**config.mk**
```make
export PLATFORM = sky130hd
export DESIGN_NAME = pipeline_hazard_ctrl
export DESIGN_NICKNAME = d
export VERILOG_FILES = /design/src/rtl/pipe_ctrl_pkg.sv /design/src/rtl/hazard_detect_unit.sv /design/src/rtl/pipeline_hazard_ctrl.sv
export SDC_FILE = /design/constraint.sdc
export NUM_CORES = 1
export LEC_CHECK = 0
export CORE_UTILIZATION = 33
export CTS_CLUSTER_DIAMETER = 50
export DETAILED_ROUTE_END_ITERATION = 8
export PLACE_DENSITY_LB_ADDON = 0.08
export SYNTH_ARGS = -nofsm -noshare
export SYNTH_HDL_FRONTEND = slang
export SYNTH_SLANG_ARGS = --single-unit
export TNS_END_PERCENT = 50
```
**constraint.sdc**
```tcl
create_clock -name clk -period 1.45 [get_ports clk]
set_input_delay 0.29 -clock clk [delete_from_list [all_inputs] [get_ports clk]]
set_output_delay 0.29 -clock clk [all_outputs]
set_load 0.02 [all_outputs]
```
**src/rtl/pipe_ctrl_pkg.sv**
```systemverilog
// Shared types and constants for the pipeline hazard controller.
package pipe_ctrl_pkg;

  typedef enum logic [1:0] {
    RUN      = 2'd0,
    MEM_WAIT = 2'd1,
    ERR      = 2'd2
  } pipe_state_t;

  // Register zero is hardwired, so a load targeting it never creates a dependency.
  localparam int unsigned REG_ZERO = 0;

endpackage

```
**src/rtl/hazard_detect_unit.sv**
```systemverilog
// Combinational load-use detector: flags an ID instruction that reads the
// destination of a load currently in EX.
module hazard_detect_unit
  import pipe_ctrl_pkg::*;
#(
  parameter int REG_AW = 5
) (
  input  logic [REG_AW-1:0] id_rs,
  input  logic [REG_AW-1:0] id_rt,
  input  logic              ex_memread,
  input  logic [REG_AW-1:0] ex_rt,
  output logic              lu_hazard
);

  always_comb begin
    lu_hazard = ex_memread
             && (ex_rt != REG_AW'(REG_ZERO))
             && ((ex_rt == id_rs) || (ex_rt == id_rt));
  end

endmodule

```
**src/rtl/pipeline_hazard_ctrl.sv**
```systemverilog
// Stall/flush sequencer for the 5-stage pipe with data-memory watchdog.
// Optional perf counters (stall_cycles, flush_events) under PIPE_PERF_CNT_EN.
//
//  state    | meaning
//  RUN      | normal flow; branch flush / load-use bubble decoded here
//  MEM_WAIT | pipe frozen waiting for data memory, wait_cnt counting
//  ERR      | memory timeout, pipe frozen until reset
module pipeline_hazard_ctrl
  import pipe_ctrl_pkg::*;
#(
  parameter int MEM_WAIT_MAX = 15,
  parameter int REG_AW       = 5
`ifdef PIPE_PERF_CNT_EN
  ,
  parameter int CNT_W        = 16
`endif
) (
  input  logic              clk,
  input  logic              reset,
  input  logic [REG_AW-1:0] id_rs,
  input  logic [REG_AW-1:0] id_rt,
  input  logic              ex_memread,
  input  logic [REG_AW-1:0] ex_rt,
  input  logic              ex_branch_taken,
  input  logic              mem_req,
  input  logic              mem_ready,
  output logic              pc_en,
  output logic              ifid_en,
  output logic              idex_en,
  output logic              exmem_en,
  output logic              ifid_flush,
  output logic              idex_flush,
  output logic              memwb_bubble,
  output logic              mem_timeout
`ifdef PIPE_PERF_CNT_EN
  ,
  output logic [CNT_W-1:0]  stall_cycles,
  output logic [CNT_W-1:0]  flush_events
`endif
);

  localparam int WCW = $clog2(MEM_WAIT_MAX + 1);

  pipe_state_t    state_q, state_d;
  logic [WCW-1:0] wait_cnt_q, wait_cnt_d;
  logic           lu_hazard;
  logic           frozen;
  logic           pc_c, ifid_c, idex_c, exmem_c, ifid_fl_c, idex_fl_c, bubble_c;

  hazard_detect_unit #(.REG_AW(REG_AW)) u_hdu (
    .id_rs      (id_rs),
    .id_rt      (id_rt),
    .ex_memread (ex_memread),
    .ex_rt      (ex_rt),
    .lu_hazard  (lu_hazard)
  );

  // The exit cycle of MEM_WAIT (mem_ready high) decodes exactly like RUN.
  always_comb begin
    frozen = 1'b0;
    case (state_q)
      RUN:      frozen = mem_req && !mem_ready;
      MEM_WAIT: frozen = !mem_ready;
      default:  frozen = 1'b1;
    endcase
  end

  always_comb begin
    state_d    = state_q;
    wait_cnt_d = wait_cnt_q;
    case (state_q)
      RUN: begin
        if (mem_req && !mem_ready) begin
          state_d    = MEM_WAIT;
          wait_cnt_d = WCW'(1);
        end
      end
      MEM_WAIT: begin
        if (mem_ready) begin
          state_d    = RUN;
          wait_cnt_d = '0;
        end else if (wait_cnt_q == WCW'(MEM_WAIT_MAX)) begin
          state_d = ERR;
        end else begin
          wait_cnt_d = wait_cnt_q + WCW'(1);
        end
      end
      ERR: begin
        state_d = ERR;
      end
      default: begin
        state_d    = RUN;
        wait_cnt_d = '0;
      end
    endcase
  end

  always_comb begin
    pc_c      = 1'b1;
    ifid_c    = 1'b1;
    idex_c    = 1'b1;
    exmem_c   = 1'b1;
    ifid_fl_c = 1'b0;
    idex_fl_c = 1'b0;
    bubble_c  = 1'b0;
    if (frozen) begin
      pc_c     = 1'b0;
      ifid_c   = 1'b0;
      idex_c   = 1'b0;
      exmem_c  = 1'b0;
      bubble_c = 1'b1;
    end else if (ex_branch_taken) begin
      // Branch wins over load-use: the dependent ID instruction is flushed anyway.
      ifid_fl_c = 1'b1;
      idex_fl_c = 1'b1;
    end else if (lu_hazard) begin
      pc_c      = 1'b0;
      ifid_c    = 1'b0;
      idex_fl_c = 1'b1;
    end
  end

  always_ff @(posedge clk or posedge reset) begin
    if (reset) begin
      state_q    <= RUN;
      wait_cnt_q <= '0;
    end else begin
      state_q    <= state_d;
      wait_cnt_q <= wait_cnt_d;
    end
  end

  assign pc_en        = !reset && pc_c;
  assign ifid_en      = !reset && ifid_c;
  assign idex_en      = !reset && idex_c;
  assign exmem_en     = !reset && exmem_c;
  assign ifid_flush   = !reset && ifid_fl_c;
  assign idex_flush   = !reset && idex_fl_c;
  assign memwb_bubble = !reset && bubble_c;
  assign mem_timeout  = !reset && (state_q == ERR);

`ifdef PIPE_PERF_CNT_EN
  logic [CNT_W-1:0] stall_cycles_q, stall_cycles_d;
  logic [CNT_W-1:0] flush_events_q, flush_events_d;

  // Only a taken branch raises ifid_flush, so it doubles as the flush event.
  always_comb begin
    stall_cycles_d = stall_cycles_q;
    flush_events_d = flush_events_q;
    if (!pc_en && (stall_cycles_q != '1)) stall_cycles_d = stall_cycles_q + CNT_W'(1);
    if (ifid_flush && (flush_events_q != '1)) flush_events_d = flush_events_q + CNT_W'(1);
  end

  always_ff @(posedge clk or posedge reset) begin
    if (reset) begin
      stall_cycles_q <= '0;
      flush_events_q <= '0;
    end else begin
      stall_cycles_q <= stall_cycles_d;
      flush_events_q <= flush_events_d;
    end
  end

  assign stall_cycles = stall_cycles_q;
  assign flush_events = flush_events_q;
`endif

endmodule
```
# After elaboration in Yosys (flattened, before gate mapping)
# Cells that the tools add are included.
[totals] register_bits=6 output_inout_bits=8 elab_cells=47
[classes] reduce_logical=16 eq_ne=8 addsub=1 muxes=19 bitwise=1
[ops] cell="two-way mux 4 bit" n=3
[ops] cell="case mux 4 bit (3 select lines)" n=1
[ops] cell="== test 5 bit" n=2
[ops] cell="two-way mux 1 bit" n=10
[ops] cell="logical AND 1 bit" n=9
[ops] cell="two-way mux 2 bit" n=3
[ops] cell="!= test 3 bit, second input constant" n=2
[ops] cell="case mux 2 bit (3 select lines)" n=1
[ops] cell="nonzero test 5 bit" n=1
[ops] cell="adder 4 x 1 -> 4 bit, second input constant" n=1
[ops] cell="== test 4 bit, second input constant" n=1
[ops] cell="AND reduction 3 bit" n=1
[ops] cell="== test 2 x 1 -> 1 bit, second input constant" n=1
[ops] cell="== test 2 bit, second input constant" n=1
[ops] cell="logical NOT 1 bit" n=2
[ops] cell="logical NOT 2 bit" n=1
[ops] cell="!= test 2 bit, second input constant" n=1
[ops] cell="case mux 1 bit (2 select lines)" n=1
[ops] cell="AND reduction 2 bit" n=1
[ops] cell="logical OR 1 bit" n=1
[ops] cell="NOT 1 bit" n=1

# Logic depth before layout (Yosys ltp)
# Gate-level depths: netlist of the first run.
[depth] depth_word=7 depth_mapped=6

# Hierarchy
# From an unflattened synthesis of the first run, not the netlist that was laid out.
[hier_totals] hier_cells=63 hier_area_um2=541.8
[by_module_without_submodules] mod="pipeline_hazard_ctrl" instances=1 cells_each=46 seq_area_each_um2=150.1 area_each_um2=416.6
[by_module_without_submodules] mod="hazard_detect_unit" instances=1 cells_each=17 seq_area_each_um2=0.0 area_each_um2=125.1

# Worst setup path before layout of the first run
# Ideal clock, no wire load.
[synth_timing] kind="flip-flop to output port" startpoint="reg state_q[0]" endpoint="out idex_flush" path_stages_with_launch=5 t_arrival_ns=1.546 path_buffers=0 path_slack_ns=-0.386 cell_sequence="dfrtp_1 -> o21ba_2 -> nor3_2 -> and2_1 -> o21bai_1"
[synth_between] elab_chain_cells=4
[synth_rtl] element="from (decl)" line="pipeline_hazard_ctrl.sv:44" source="pipe_state_t state_q, state_d;"
[synth_rtl] element="from (signal assigned)" line="pipeline_hazard_ctrl.sv:128" source="state_q <= state_d;"
[synth_rtl] element="== test 2 x 1 -> 1 bit / logical NOT 2 bit (equally long branches)" line="pipeline_hazard_ctrl.sv:61" source="case (state_q)"
[synth_rtl] element="case mux 1 bit (2 select lines) *" line="pipeline_hazard_ctrl.sv:61"
[synth_rtl] element="two-way mux 1 bit *" line="pipeline_hazard_ctrl.sv:106" source="if (frozen) begin"
[synth_rtl] element="logical AND 1 bit *" line="pipeline_hazard_ctrl.sv:138" source="assign idex_flush = !reset && idex_fl_c;"
[synth_rtl] element="to (decl)" line="pipeline_hazard_ctrl.sv:32" source="output logic idex_flush,"
# Mark *: on every way between the ends. The rest lies on a longest branch, timed or not.

# Worst setup path after layout of the first run
# Ends and elaborated chain as after synthesis.

==> results.md, run 1 <==
* Status: complete, but fails checks
* Violated checks: negative setup slack
* Top post-synthesis cells by area: dfrtp_1 29%, xor2_1 17%, nor2_1 5.0%, nand2_1 4.3%, a21oi_1 3.8%
* Ant diodes at 0
* Worst-path fanout max at 3
* Worst Skew at 0.00498 ns
* FFs w/ async S/R, synth at 100%
* Max Root-Sink Buffers at 2
* Final cycle utilization of the critical path at 116%
* Setup Fix Bufs, Post-CTS at 0
* Clock-pin slew on the worst setup and hold paths at 0.05 ns
* Dominant cell type by area after synthesis: dfrtp_1
* Port bufs at 28
* DRT iter0 DRCs at 8
* Setup crit end kind: primary output
* Worst EP required at 1.16 ns
* Combinational share of power at 41.1%
* Post-Syn Area at 527 um^2
* Cell internal pwr at 411 uW
* Syn_area_per_cell at 8.23 um^2
* Setup TNS at -1.12 ns
* Final nets at 129
* Die ar. at 1760 um^2
* Share of post-route cells with drive strength above 1 at 35.2%
* Sequential-to-total area share from yosys stat at 28.5%
* Post-synthesis cell type count at 29
* Wire per inst at 12.2 um
* Initial antenna violation count at 0
* ANT nets after route at 0
* Htree depth at 1
* Row Count at 14
* Overall die height at 42.0 um
* Final WL at 1470 um
* CP max-delay cell: dfrtp_1
* Crit-path max cell delay at 0.38 ns
* Leak pwr at 0.441 nW
* Synth top area share at 28.5%
* Max IR drop VDD at 0.443 mV
* First-pass GRT wire length at 2400 um
* Drt drc at 0
* Vias in the first global route at 573
* Final setup vio count at 8
* Setup crit start kind: register
* Syn Inst Count at 64
* Final hold violation count at 0
* Root buffer cell: clkbuf_4
* Post-CTS Hold Fix Bufs at 0
* PD cells at 642 nW/um^2
* Vias at 623
* Relative slew margins at 82.0%
* Largest net degree at the start of global routing at 14
* Core region area at 1510 um^2
* Post-layout util at 61.8%
* Initial Util at 35.0%
* Sequential share of power at 32.4%
* Max Clock Freq at 593 MHz
* Die W at 42.0 um
* Register bit count reported by yosys at 6
* Post-DP HPWL at 1190 um
* Kind of critical path: reg -> out
* Crit path DAT at 1.40 ns
* RSZ-0062 raised after global routing: true
* Top_reg_cell synth: dfrtp_1
* Vias per cell at 5.15
* CTS tree: built
* Clock power frac at 26.6%
* HP Class: in -> reg
* Yosys warnings at 0
* Max-cap viol count at 0
* Num CTS Buffers at 3
* Worst Max-Slew Pin Slew at 0.270 ns
* GP Congestion at 0.815
* Net Sw Frac at 31.3%
* First-pass iteration count of the detailed router at 4
* PnR worst setup slack at -0.237 ns
* Post-synth EDFFs at 0
* Syn_nets at 86
* P&R area growth vs syn at 76.7%
* Total track usage at 18.0%
* Worst skew pair latency at 0.25 ns
* CTS Sinks at 6
* I/O pins at 29
* Switching power at 187 uW
* Critical path cell sequence: o21ba_4 -> nor3_4 -> and2_4 -> o21bai_1 -> buf_4
* Final min period at 1.69 ns
* GRT overflow at 0
* Final Slew Violations at 0
==> power groups by stage <==
stage	clock (mW)	combinational, mW	sequential [mW]
4_1_cts	0.162	0.243	0.193
3_3_place_gp	0	0.249	0.195
3_5_place_dp	0	0.253	0.195
5_1_grt	0.171	0.267	0.195
6_report	0.159	0.245	0.194
2_1_floorplan	0	0.109	0.200
==> path summary, 6_finish.rpt <==
kind                          startpoint            end  slack [ns]  cells past startpoint
max                           state_q[0]     idex_flush       -0.24                      5
min                            mem_ready  wait_cnt_q[0]        0.48                      3
max reg2reg                wait_cnt_q[0]  wait_cnt_q[0]        0.09                      5
min reg2reg                   state_q[0]     state_q[0]        0.66                      2
max in group asynchronous          reset  wait_cnt_q[1]        0.78                      4
min in group asynchronous          reset     state_q[1]        0.55                      4
==> kinds of logic after synthesis <==
logic type,after synthesis,share of synthesized area [%]
buffers and inverters,5,4.99
and+or+nand+nor,24,23.5
xor gates and xnor gates,10,16.6
adders and majority gates,1,2.37
AOI/OAI and AO/OA,17,22.1
muxes,1,1.90
DFF,6,28.5
==> registers in the layout (all words and copies together), names as in the netlist <==
signal	count
wait_cnt_q	4
state_q	2
==> layer usage <==
layer | global-route usage, % | vias to the layer above | share of wire, %
met2 | 28.7 | 26 | 47
met5 | 0 | - | 0
met1 | 23.6 | 285 | 46
met3 | 3.04 | 2 | 5.7
met4 | 7.74 | 0 | 0.75
li1 | - | 310 | -
==> critical path: cells and delay by family (launching register included) <==
kind	cells	cell delay (ns)
buf+inv	1	0.16
simple gates	2	0.30
compound gates	2	0.31
flops	1	0.38
==> synthesized netlist by cell type (all sizes together) (2+ instances only) <==
cell type  number
xor2           10
clkbuf          2
buf             2
a211oi          2
nand3           2
nor3            3
nand2           6
dfrtp           6
a21oi           4
o21ai           4
nor2            7
==> per-stage QoR <==
stage	std cells	setup slack, ns	hold slack, ns	total power [mW]	area, um^2
floorplan	64	-0.226	0.0892	0.309	538
global placement	118	-0.998	0.618	0.444	917
detailed placement	118	-0.993	0.629	0.448	917
CTS	121	-0.305	0.487	0.599	918
global route	121	-0.329	0.512	0.633	931
finish	121	-0.237	0.483	0.598	931
==> placed cells by master, fill, tap and decap left out, types with 2 or more instances in the layout <==
cell / netlist / routed
clkdlybuf4s15_2: 0 / 2
dfrtp_1: 6 / 6
clkbuf_4: 0 / 3
buf_2: 0 / 3
clkdlybuf4s15_1: 0 / 3
dlygate4sd2_1: 0 / 8
nand3_1: 2 / 2
nand2_1: 6 / 6
o21ai_0: 3 / 3
buf_4: 2 / 15
clkdlybuf4s50_1: 0 / 3
nor3_1: 2 / 2
nor2_1: 7 / 7
a21oi_1: 4 / 4
a211oi_1: 2 / 2
xor2_1: 10 / 10
buf_6: 0 / 7
==> cell type report <==
cell class / instances / area [um^2]
inverter: 1 / 3.75
tap: 16 / 20.0
timing repair buffer: 42 / 364
sequential: 6 / 150
multi-input combinational: 53 / 370
clock buffer: 3 / 22.5
fill: 137 / 576
==> timing repair <==
item,in CTS,in global routing
endpoints found under the setup margin,8,9
gates resized for setup,77,6
hold endpoints to repair,0,0
pin swaps,18,9
Note: power is estimated with default switching activity, not from simulation.
==> run 2, diff against run 1 <==
Settings changed: SETUP_SLACK_MARGIN set to 0.05.
==> results of run 2 <==
Final layout, timing and power as in run 1 (identical DEF).
==> RTL edit 1 (config.mk and constraints of run 2) <==
Set the parameter `MEM_WAIT_MAX` to 17 (it was 15).
--- a/src/rtl/pipeline_hazard_ctrl.sv
+++ b/src/rtl/pipeline_hazard_ctrl.sv
@@ -10,3 +10,3 @@
 #(
-  parameter int MEM_WAIT_MAX = 15,
+  parameter int MEM_WAIT_MAX = 17,
   parameter int REG_AW       = 5
Function: no difference found for any inputs over 10 cycles, from zero or initial values and one cycle with reset high; that may be too few to reach the edited logic, so the function may still have changed.
==> RTL edit 1 against run 2 <==
  * The flow still finishes with violations (negative setup slack)
  * Via count increased by 2.4%
  * Die area up 14%
  * Critical path type unchanged
  * Sequential cell count is 1 higher
  * Sequential power up 12%
  * Critical endpoint unchanged
  * Sequential share of layout area rose by 0.093 points
  * Non-clock buffer count increased by 4
  * Cell area grew 16%
  * Worst setup slack worse by 0.041 ns
  * Routed wire length grew 5.4%
  * Area after synthesis is 14% higher
  * Power up 13%
==> RTL edit 1: results (changes against run 2) <==
- Routed vias: 638 (+2.4%)
- Worst Slack Setup Final: -0.279 ns (-0.0412 ns)
- Largest net degree at the start of global routing: 13 (-1)
- Synthesized Nets: 91 (+5.8%)
- Reported net switching power: 206 uW (+10%)
- Setup Skew: 0.00479 ns (-0.000190 ns)
- Synth area leaders: dfrtp_1 29%, xor2_1 15%, a32o_1 5.0%, ha_1 4.2%, buf_4 3.7%
- # setup viols final: 8 (unchanged)
- Vias in the first global route: 650 (+13%)
- Run status: complete, but fails checks
- Top Registers: wait_cnt_q: 5 flops, state_q: 2 flops
- Synth cell count leaders: 10 x xor2_1, 7 x dfrtp_1, 6 x nand2_1
- Crit path DAT: 1.44 ns (+0.04 ns)
- VDD IR max: 0.371 mV (-16%)
- Leakage: 0.500 nW (+13%)
- Share of cells above drive strength 1: 0.409 (+0.0563)
- Nets@finish: 139 (+7.8%)
- Power Density: 628 mW/mm^2 (-2.3%)
- 1st-iter DRT viols: 14 (+6)
- Sequential area share after synthesis: 0.291 (+0.00602)
- Global-route usage over all layers: 0.181 (+0.00139)
- DP HPWL: 1.22 mm (+2.8%)
- Failing checks: negative setup slack
- Fillcell total: 163 (+19%)
- Synth cell types: 26 (-10%)
- Routed length per instance: 11.1 um (-8.9%)
- Hold crit path type: input pin to async pin
- CP max FO: 4 (+1)
- Top cell type's share of synthesized area: 0.291 (+0.00602)
## RTL edit 1: timing repair
action	CTS	global route
buffers inserted	0	1
pin swaps	15	14
gates resized for setup	67	17
setup endpoints to repair	10	11
## RTL edit 1: area by class of cell
type / count / area (sq um) / area share
multi-input cells: 56 / 445 / 0.413
repair buffers: 46 / 394 / 0.365
flip-flops and latches: 7 / 175 / 0.162
well taps: 25 / 31.3 / 0.0290
clock buffers: 4 / 26.3 / 0.0243
inverters: 2 / 7.51 / 0.00695
## RTL edit 1: how the worst max path moves through the flow
stage,from,end,slack (ns),depth (start not counted)
final,state_q[0],idex_flush,-0.28,5
after CTS,state_q[0],idex_flush,-0.34,5
after global routing,state_q[0],idex_flush,-0.37,5
after detailed placement,ex_rt[1],ifid_en,-1.03,5
after global placement,ex_rt[1],ifid_en,-0.99,5
after floorplan,state_q[0],idex_flush,-0.24,4
## RTL edit 1: layer usage
layer,GRT usage,vias up,wire length [um]
met4,0.0364,0,0
li1,-,332,-
met3,0.0600,0,71
met2,0.312,19,823
met5,0,-,0
met1,0.220,287,657
## RTL edit 1: kinds of logic after synthesis
logic type	count (synthesis)	synth area share
AOI/OAI and AO/OA	14	0.170
and+or+nand+nor	26	0.231
adders and majority gates	2	0.0416
DFF	7	0.291
xor gates and xnor gates	12	0.175
buffers and inverters	5	0.0499
muxes	2	0.0416
## RTL edit 1: stage by stage
step | std cells | setup TNS, ns | instance area (sq um) | setup WS [ns]
global placement | 135 | -5.90 | 1030 | -0.992
detailed placement | 135 | -6.05 | 1030 | -1.03
floorplan | 68 | -0.550 | 618 | -0.240
global route | 140 | -2.03 | 1080 | -0.370
finish | 140 | -1.41 | 1080 | -0.279
CTS | 139 | -1.89 | 1050 | -0.343
==> RTL edit 2 (settings of run 2) <==
Without the edit above. Re-encode `pipe_state_t` (3 states) as one-hot, 3 bits wide.
--- a/src/rtl/pipe_ctrl_pkg.sv
+++ b/src/rtl/pipe_ctrl_pkg.sv
@@ -3,6 +3,6 @@
 
-  typedef enum logic [1:0] {
-    RUN      = 2'd0,
-    MEM_WAIT = 2'd1,
-    ERR      = 2'd2
+  typedef enum logic [2:0] {
+    RUN      = 3'b001,
+    MEM_WAIT = 3'b010,
+    ERR      = 3'b100
   } pipe_state_t;
Check against the original RTL: same outputs for any inputs over 10 cycles, from zero or initial values and one cycle with reset high; not proved beyond that.
==> RTL edit 2 against run 2 <==
  * The flow still finishes with violations (negative setup slack)
  * Sequential share of layout area rose by 0.13 points
  * Sequential cell count rose by 1
  * Area after synthesis rose by 14%
  * Clock skew rose by 0.0031 ns
  * Routed wire length rose by 5.4%
  * Worst setup slack got worse by 0.16 ns
  * Cell area rose by 17%
  * Synthesized cell count rose by 13%
  * Highest routed layer unchanged
Power is not compared: it rests on default switching activity, and its combinational part moved more than twofold at a synthesized area within 25%.
==> RTL edit 2: results (changes against run 2) <==
- Run status: complete, but fails checks
- Fillcell total: 154 (+12%)
- Met1 Use GR: 0.208 (-0.0289)
- Hold crit path type: input pin to async pin
- Sequential area share after synthesis: 0.295 (+0.00994)
- 1st-iter DRT viols: 3 (-5)
- Post-Route WL: 1.55 mm (+5.4%)
- Syn avg cell area: 8.31 sq um (+0.92%)
- Worst Slack Setup Final: -0.401 ns (-0.163 ns)
- R2r setup slk: 0.06 ns (-0.03 ns)
- Sequential cell area share: 0.163 (+0.00134)
- # setup viols final: 8 (unchanged)
- Fraction of area in non-clock buffers: 0.367 (-0.0243)
- DP HPWL: 1.24 mm (+4.2%)
- Critical Path Start: state_q[0]
- M3 GR Usage: 0.0286 (-0.00186)
- Setup Skew: 0.00804 ns (+0.00305 ns)
- Num Clock Sinks: 7 (+1)
- Buffers excl. clock: 46 (+9.5%)
- Routed length per instance: 10.7 um (-12%)
- Final setup TNS: -2.47 ns (-1.35 ns)
- Nets@finish: 143 (+11%)
- Clock buf/inv share: 0.0242 (+0.0000279)
- Synth cell count leaders: 10 x a21oi_1, 8 x nand2_1, 6 x dfrtp_1, 6 x nor2_1, 6 x xor2_1
- Inverters: 2 (+1)
- Synthesized Nets: 94 (+9.3%)
- Failing checks: negative setup slack
- Global-route usage over all layers: 0.172 (-0.00736)
- GR Layer Usage met2: 0.282 (-0.00515)
- Fraction of area in multi-input gates: 0.411 (+0.0128)
- Pre-CTS setup slack: -1.14 ns (-0.146 ns)
## RTL edit 2: cells by family after synthesis
| kind of cell | share of synthesized area |
|---|---|
| flip-flops | 0.295 |
| buffers and inverters | 0.0377 |
| adder cells (fa/ha/maj) | 0.0209 |
| AND/OR/NAND/NOR | 0.328 |
| AO/OA/AOI/OAI | 0.172 |
| XOR/XNOR | 0.146 |
## RTL edit 2: worst min-delay path by stage
| stage | from | endpoint | slack (ns) | cells after the start |
|---|---|---|---|---|
| detailed placement | wait_cnt_q[1] | wait_cnt_q[1] | 0.50 | 1 |
| global route | reset | state_q[2] | 0.49 | 4 |
| floorplan | reset | state_q[1] | 0.11 | 1 |
| global placement | wait_cnt_q[1] | wait_cnt_q[1] | 0.49 | 1 |
| CTS | reset | state_q[1] | 0.45 | 4 |
| finish | reset | state_q[2] | 0.45 | 4 |
## RTL edit 2: critical path: stages (launching register included)
cell,delay (ns)
dfstp_2,0.56
nand3b_1,0.10
a21oi_2,0.15
and2_4,0.16
a21boi_4,0.19
buf_6,0.13
## RTL edit 2: power breakdown
| part | internal [mW] | total, mW | switching, mW |
|---|---|---|---|
| combinational | 0.0714 | 0.119 | 0.0476 |
| sequential | 0.196 | 0.196 | 0 |
| clock | 0.105 | 0.184 | 0.0782 |
| total | 0.373 | 0.498 | 0.126 |
## RTL edit 2: per-layer routing
metal  up-vias  part of all wire
met5         -                 0
met4         0             0.026
met3         5             0.059
met2        19              0.45
met1       321              0.46
li1        348                 -
## RTL edit 2: what timing repair did
action                                  CTS  global route
hold endpoints to repair                  0             0
resized for setup                        72             9
pin swaps                                10            10
setup buffers                             0             1
endpoints found under the setup margin   11            12
